File: src/rtl/dz_tx_scanner_if.sv
// Signal bundle between the DZ11 transmit scanner, the CSR/TCR/TDR bus side and the UARTs.
// The scanner attaches to the slave modport; the bus/UART side attaches to the master modport.
interface dz_tx_scanner_if;
    logic        csrMSE;
    logic        csrTIE;
    logic [15:0] regTCR;
    logic [7:0]  uartTXEMPTY;
    logic        tdrWRITE;
    logic        devLOBYTE;
    logic [35:0] dzDATAI;
    logic        csrTRDY;
    logic [2:0]  csrTLINE;
    logic        txINTR;
    logic [7:0]  uartTXLOAD;
    logic [7:0]  uartTXDATA;

    modport master (
        output csrMSE, csrTIE, regTCR, uartTXEMPTY, tdrWRITE, devLOBYTE, dzDATAI,
        input  csrTRDY, csrTLINE, txINTR, uartTXLOAD, uartTXDATA
    );

    modport slave (
        input  csrMSE, csrTIE, regTCR, uartTXEMPTY, tdrWRITE, devLOBYTE, dzDATAI,
        output csrTRDY, csrTLINE, txINTR, uartTXLOAD, uartTXDATA
    );
endinterface

File: src/rtl/dz_tx_scanner.sv
// DZ11 transmit scanner: round-robin search for an enabled, empty UART transmitter,
// reports it through CSR[TRDY]/CSR[TLINE] and forwards the next TDR low-byte write to it.
module dz_tx_scanner #(
    parameter int unsigned SCAN_DIV = 1
) (
    input logic            clk,
    input logic            rst,
    input logic            devRESET,
    input logic            csrCLR,
    dz_tx_scanner_if.slave bus
);

    localparam logic [7:0] DivLast = 8'(SCAN_DIV - 1);

    typedef enum logic [1:0] {
        StIdle,
        StScan,
        StReady
    } state_e;

    state_e     state_q;
    logic [2:0] ptr_q;
    logic [7:0] div_q;
    logic       trdy_q;
    logic [2:0] tline_q;
    logic [7:0] load_q;
    logic [7:0] data_q;

    logic       any_reset;
    logic [7:0] lin;
    logic       line_ok;
    logic       div_done;
    logic       lo_write;
    logic       unused_bits;

    assign any_reset = rst | devRESET | csrCLR;
    assign lin       = bus.regTCR[7:0];
    assign line_ok   = lin[ptr_q] & bus.uartTXEMPTY[ptr_q];
    assign div_done  = (div_q == DivLast);
    assign lo_write  = bus.tdrWRITE & bus.devLOBYTE;

    // DTR half of TCR and the upper data bits belong to other blocks.
    assign unused_bits = ^{bus.regTCR[15:8], bus.dzDATAI[35:8]};

    always_ff @(posedge clk) begin
        if (any_reset) begin
            state_q <= StIdle;
            ptr_q   <= 3'd0;
            div_q   <= 8'd0;
            trdy_q  <= 1'b0;
            tline_q <= 3'd0;
            load_q  <= 8'd0;
            data_q  <= 8'd0;
        end else begin
            load_q <= 8'd0;
            if (!bus.csrMSE) begin
                // Pointer and reported line survive a scan disable.
                state_q <= StIdle;
                trdy_q  <= 1'b0;
            end else begin
                unique case (state_q)
                    StIdle: begin
                        state_q <= StScan;
                        div_q   <= 8'd0;
                    end
                    StScan: begin
                        if (div_done) begin
                            div_q <= 8'd0;
                            if (line_ok) begin
                                tline_q <= ptr_q;
                                trdy_q  <= 1'b1;
                                state_q <= StReady;
                            end else begin
                                ptr_q <= ptr_q + 3'd1;
                            end
                        end else begin
                            div_q <= div_q + 8'd1;
                        end
                    end
                    StReady: begin
                        // A write beats a same-cycle line-enable clear.
                        if (lo_write) begin
                            load_q  <= 8'b0000_0001 << tline_q;
                            data_q  <= bus.dzDATAI[7:0];
                            trdy_q  <= 1'b0;
                            ptr_q   <= tline_q + 3'd1;
                            div_q   <= 8'd0;
                            state_q <= StScan;
                        end else if (!lin[tline_q]) begin
                            trdy_q  <= 1'b0;
                            ptr_q   <= tline_q + 3'd1;
                            div_q   <= 8'd0;
                            state_q <= StScan;
                        end
                    end
                    default: begin
                        state_q <= StIdle;
                        trdy_q  <= 1'b0;
                    end
                endcase
            end
        end
    end

    assign bus.csrTRDY    = trdy_q;
    assign bus.csrTLINE   = tline_q;
    assign bus.txINTR     = trdy_q & bus.csrTIE;
    assign bus.uartTXLOAD = load_q;
    assign bus.uartTXDATA = data_q;

    a_load_onehot : assert property (@(posedge clk) disable iff (rst) $onehot0(load_q));
    a_trdy_ready  : assert property (@(posedge clk) disable iff (rst)
                                     trdy_q |-> (state_q == StReady));
    a_load_clears : assert property (@(posedge clk) disable iff (rst)
                                     (load_q != 8'd0) |-> !trdy_q);
    a_ptr_frozen  : assert property (@(posedge clk) disable iff (rst)
                                     trdy_q |-> (ptr_q == tline_q));

endmodule
File: src/flat_wrapper.sv
// flat-port wrapper written by rule: the top's interface ports become plain ports
module dz_tx_scanner_flat 
#(
    parameter int unsigned SCAN_DIV = 1
)
  (clk, rst, devRESET, csrCLR, bus_csrMSE, bus_csrTIE, bus_regTCR, bus_uartTXEMPTY, bus_tdrWRITE, bus_devLOBYTE, bus_dzDATAI, bus_csrTRDY, bus_csrTLINE, bus_txINTR, bus_uartTXLOAD, bus_uartTXDATA);
  dz_tx_scanner_if bus_i ();
  input logic clk;
  input logic rst;
  input logic devRESET;
  input logic csrCLR;
  input wire logic [$bits(bus_i.csrMSE)-1:0] bus_csrMSE;
  input wire logic [$bits(bus_i.csrTIE)-1:0] bus_csrTIE;
  input wire logic [$bits(bus_i.regTCR)-1:0] bus_regTCR;
  input wire logic [$bits(bus_i.uartTXEMPTY)-1:0] bus_uartTXEMPTY;
  input wire logic [$bits(bus_i.tdrWRITE)-1:0] bus_tdrWRITE;
  input wire logic [$bits(bus_i.devLOBYTE)-1:0] bus_devLOBYTE;
  input wire logic [$bits(bus_i.dzDATAI)-1:0] bus_dzDATAI;
  output wire logic [$bits(bus_i.csrTRDY)-1:0] bus_csrTRDY;
  output wire logic [$bits(bus_i.csrTLINE)-1:0] bus_csrTLINE;
  output wire logic [$bits(bus_i.txINTR)-1:0] bus_txINTR;
  output wire logic [$bits(bus_i.uartTXLOAD)-1:0] bus_uartTXLOAD;
  output wire logic [$bits(bus_i.uartTXDATA)-1:0] bus_uartTXDATA;
  assign bus_i.csrMSE = bus_csrMSE;
  assign bus_i.csrTIE = bus_csrTIE;
  assign bus_i.regTCR = bus_regTCR;
  assign bus_i.uartTXEMPTY = bus_uartTXEMPTY;
  assign bus_i.tdrWRITE = bus_tdrWRITE;
  assign bus_i.devLOBYTE = bus_devLOBYTE;
  assign bus_i.dzDATAI = bus_dzDATAI;
  assign bus_csrTRDY = bus_i.csrTRDY;
  assign bus_csrTLINE = bus_i.csrTLINE;
  assign bus_txINTR = bus_i.txINTR;
  assign bus_uartTXLOAD = bus_i.uartTXLOAD;
  assign bus_uartTXDATA = bus_i.uartTXDATA;
  dz_tx_scanner #(.SCAN_DIV(SCAN_DIV)) u_core (.clk(clk), .rst(rst), .devRESET(devRESET), .csrCLR(csrCLR), .bus(bus_i));
endmodule
File: config.mk
export PLATFORM = sky130hd
export DESIGN_NAME = dz_tx_scanner_flat
export DESIGN_NICKNAME = d
export VERILOG_FILES = /design/src/rtl/dz_tx_scanner_if.sv /design/src/rtl/dz_tx_scanner.sv /design/src/flat_wrapper.sv
export SDC_FILE = /design/constraint.sdc
export NUM_CORES = 1
export LEC_CHECK = 0
export CORE_ASPECT_RATIO = 0.9
export CORE_UTILIZATION = 35
export DETAILED_ROUTE_END_ITERATION = 12
export PLACE_DENSITY = 0.73
export SYNTH_ARGS = -nofsm -noshare
export SYNTH_HDL_FRONTEND = slang
export SYNTH_SLANG_ARGS = --single-unit
File: constraint.sdc
create_clock -name clk -period 2.5 [get_ports clk]
set_input_delay 0.25 -clock clk [delete_from_list [all_inputs] [get_ports clk]]
set_output_delay 0.25 -clock clk [all_outputs]
set_load 0.005 [all_outputs]
==> impl_metrics.py <==
metrics = {
    "cts": {
        "cts_buffers": 5,
        "cts_resized": 0,
        "path_clk_slew_ps": 70,
        "htree_levels": 2,
        "clkLatencyLatePin_ps": 290,
        "cts_tree": "built",
        "clock_path_buffers": 2,
        "holdBufCountCts": 0,
        "clock-sinks": 33,
        "root_buffer": "clkbuf_8",
        "cts_setup_buffers": 0,
    },
    "logic_synthesis": {
        "synth_flop_cell": "dfxtp_1",
        "synth_area_mm2": 0.00171,
        "ys_types": 46,
        "synthArstFlopShare_pct": 0,
        "synth-edff-count": 0,
        "ys_warn_count": 0,
        "syn_inst": 203,
        "synth.avg_cell_area_um2": 8.43,
        "synth_seq_cells": 33,
        "syn_nets": 274,
        "yosysSeqAreaShare_pct": 38.6,
    },
    "min_path": {
        "min_path_type": "reg2reg",
    },
    "worst_setup_path": {
        "r2r_slack_ps": 360,
        "crit_arrival_ps": 2370,
        "crit_chain": "mux2i_1, nand3_1, a41oi_2, and2_1, a32o_1",
        "worstPathRequired_ps": 2720,
        "startpoint_type": "flip-flop",
        "setup.worst_path.class": "reg2reg",
        "critPathMaxFanout": 12,
        "path_delay_family": "compound AO/OA/AOI/OAI gates",
        "slowest_delay_ps": 600,
        "worstPathBufferInverterCount": 0,
        "crit_slowest_cell": "dfxtp_1",
        "end_kind": "flip-flop",
    },
    "sta": {
        "finalMaxSlewViolations": 0,
        "fin_crit_ps": 2140,
        "fin_setup_tns_ps": 0,
        "tightest_slew_ps": 536,
        "final.period_utilization_pct": 85.8,
        "slew_headroom_pct": 64.3,
        "setup_viol": 0,
        "hold_viol": 0,
        "fmax_mhz": 466,
        "worst_hold_slack_ps": 455,
        "clock_skew_ps": 11.8,
        "rsz0062_at_grt": "no",
    },
    "final_layout": {
        "seq_area_um2": 661,
        "layout-drive-gt1-share_pct": 8.63,
        "area_growth_pct": 39.4,
        "fill_cells": 423,
        "fin_nets": 325,
        "n_antenna_cell": 0,
        "finish.utilization_pct": 52.1,
        "stdcell_area_mm2": 0.00238,
        "multi_input_area_um2": 976,
    },
    "floorplan": {
        "start_util_pct": 37.4,
        "coreArea_mm2": 0.00458,
        "rows": 23,
        "die_area_mm2": 0.00517,
        "ios": 89,
        "die-height_um": 68.3,
        "die_w_um": 75.7,
    },
    "grt": {
        "first_global_vias": 1499,
        "grt_max_degree": 15,
        "grt_pass1_wl_um": 6670,
        "overflow": 0,
        "grtUsageTotal_pct": 17.2,
        "grt_antenna_before_repair": 0,
    },
    "place": {
        "port-buffer-count": 52,
        "gp_congestion": 0.826,
        "hpwl_um": 3030,
        "dpl_cell_area_mm2": 0.00227,
    },
    "pwr": {
        "ir_worst_vdd_v": 0.000231,
        "power_density_mw_per_mm2": 474,
        "p_leak_nw": 0.849,
    },
    "detailed_routing": {
        "via_count": 1616,
        "routed_wl_um": 3970,
        "via_per_inst": 5.10,
        "ant_nets": 0,
        "first_pass_iters": 4,
        "remaining_drc_errors": 0,
        "wl_per_cell_um": 12.5,
        "drt-initial-drc-count": 82,
    },
    "job": {
        "drv_cap": 0,
    },
    "status": {
        "status": "finished, final reports clean",
    },
}
-- stage by stage --
step / worst slack [ps] / power, W / cells
floorplan: 747 / 0.000568 / 203
global placement: 338 / 0.000627 / 309
detailed placement: 336 / 0.000628 / 309
CTS: 374 / 0.00114 / 317
global route: 229 / 0.00118 / 317
finish: 355 / 0.00113 / 317
-- power breakdown --
part | leakage, nW | switching (W) | internal, W | total, W
sequential | 0.266 | 0.000000752 | 0.000526 | 0.000527
combinational | 0.525 | 0.0000328 | 0.0000564 | 0.0000892
clock | 0.0585 | 0.000189 | 0.000325 | 0.000514
total | 0.849 | 0.000223 | 0.000907 | 0.00113
-- state kept, by name, indices dropped and copies added, names as in the netlist --
signal and cells:
u_core.state_q 2, u_core.bus.csrTRDY 1, u_core.bus.uartTXDATA 8, u_core.bus.csrTLINE 3
u_core.div_q 8, u_core.ptr_q 3, u_core.bus.uartTXLOAD 8
-- tightest hold or removal path, cell delays in order (launching register included) --
cell,delay (ps)
dfxtp_1,310
nand2_1,50
a21oi_1,50
-- cells in the final DEF (no fill, tap or decap), types with 3 or more instances in the layout --
cell,count
a21oi_1,14
a32o_1,5
and2_1,3
and3_1,4
buf_4,3
clkbuf_8,6
clkdlybuf4s50_1,52
dfxtp_1,33
ha_1,3
inv_1,3
mux2i_1,10
nand2_1,42
nand2b_1,6
nand3_1,10
nand4b_1,3
nor2_1,13
nor2b_1,3
nor3_1,3
o21ai_1,5
-- synthesized netlist by cell type (2+ instances only) --
cell	number	area, um2
a21oi_1	14	70.1
a31oi_1	2	12.5
a32o_1	5	50.1
and2_1	3	18.8
and3_1	4	25.0
and4_1	2	17.5
buf_2	2	10.0
buf_4	4	30.0
clkbuf_1	4	15.0
dfxtp_1	33	661
ha_1	3	37.5
inv_1	3	11.3
mux2i_1	10	100
nand2_1	42	158
nand2b_1	6	37.5
nand3_1	10	50.1
nand4_1	2	12.5
nand4b_1	3	26.3
nor2_1	13	48.8
nor2b_1	3	18.8
nor3_1	3	15.0
nor3b_1	2	15.0
nor4_1	2	12.5
o21ai_1	5	25.0
or3_1	2	12.5
-- logic make-up (layout without fill, tap and decap cells) --
group | Yosys count | count (layout) | synth area share (%)
compound gates | 37 | 37 | 15.6
fa+ha+maj | 3 | 3 | 2.19
buf+inv | 14 | 66 | 4.32
flops | 33 | 33 | 38.6
mux | 11 | 11 | 7.17
simple gates | 105 | 105 | 32.1
-- final timing paths --
| path | depth (start not counted) | startpoint | to |
|---|---|---|---|
| setup / recovery | 5 | u_core.bus.csrTLINE[1] | u_core.div_q[2] |
| hold / removal | 2 | u_core.bus.uartTXDATA[6] | u_core.bus.uartTXDATA[6] |
| setup reg to reg | 5 | u_core.bus.csrTLINE[1] | u_core.div_q[2] |
| hold reg to reg | 2 | u_core.bus.uartTXDATA[6] | u_core.bus.uartTXDATA[6] |
-- final cells by class --
cell class                      instances  share of cell area [%]
Inverter                                3                   0.472
Clock buffer                            7                    3.62
Clock inverter                          1                    1.26
Sequential cell                        33                    27.7
Timing Repair Buffer                   55                    22.8
Tap cell                               62                    3.25
Multi-Input combinational cell        156                    40.9
-- per-layer routing --
| metal | vias up | track usage (%) | part of all wire (%) |
|---|---|---|---|
| met5 | - | 0 | 0 |
| met4 | 0 | 7.87 | 0.81 |
| met3 | 4 | 4.57 | 6.5 |
| met2 | 54 | 27.1 | 44 |
| met1 | 729 | 21.8 | 49 |
| li1 | 829 | - | - |
Power figures use the tool's default switching activity.
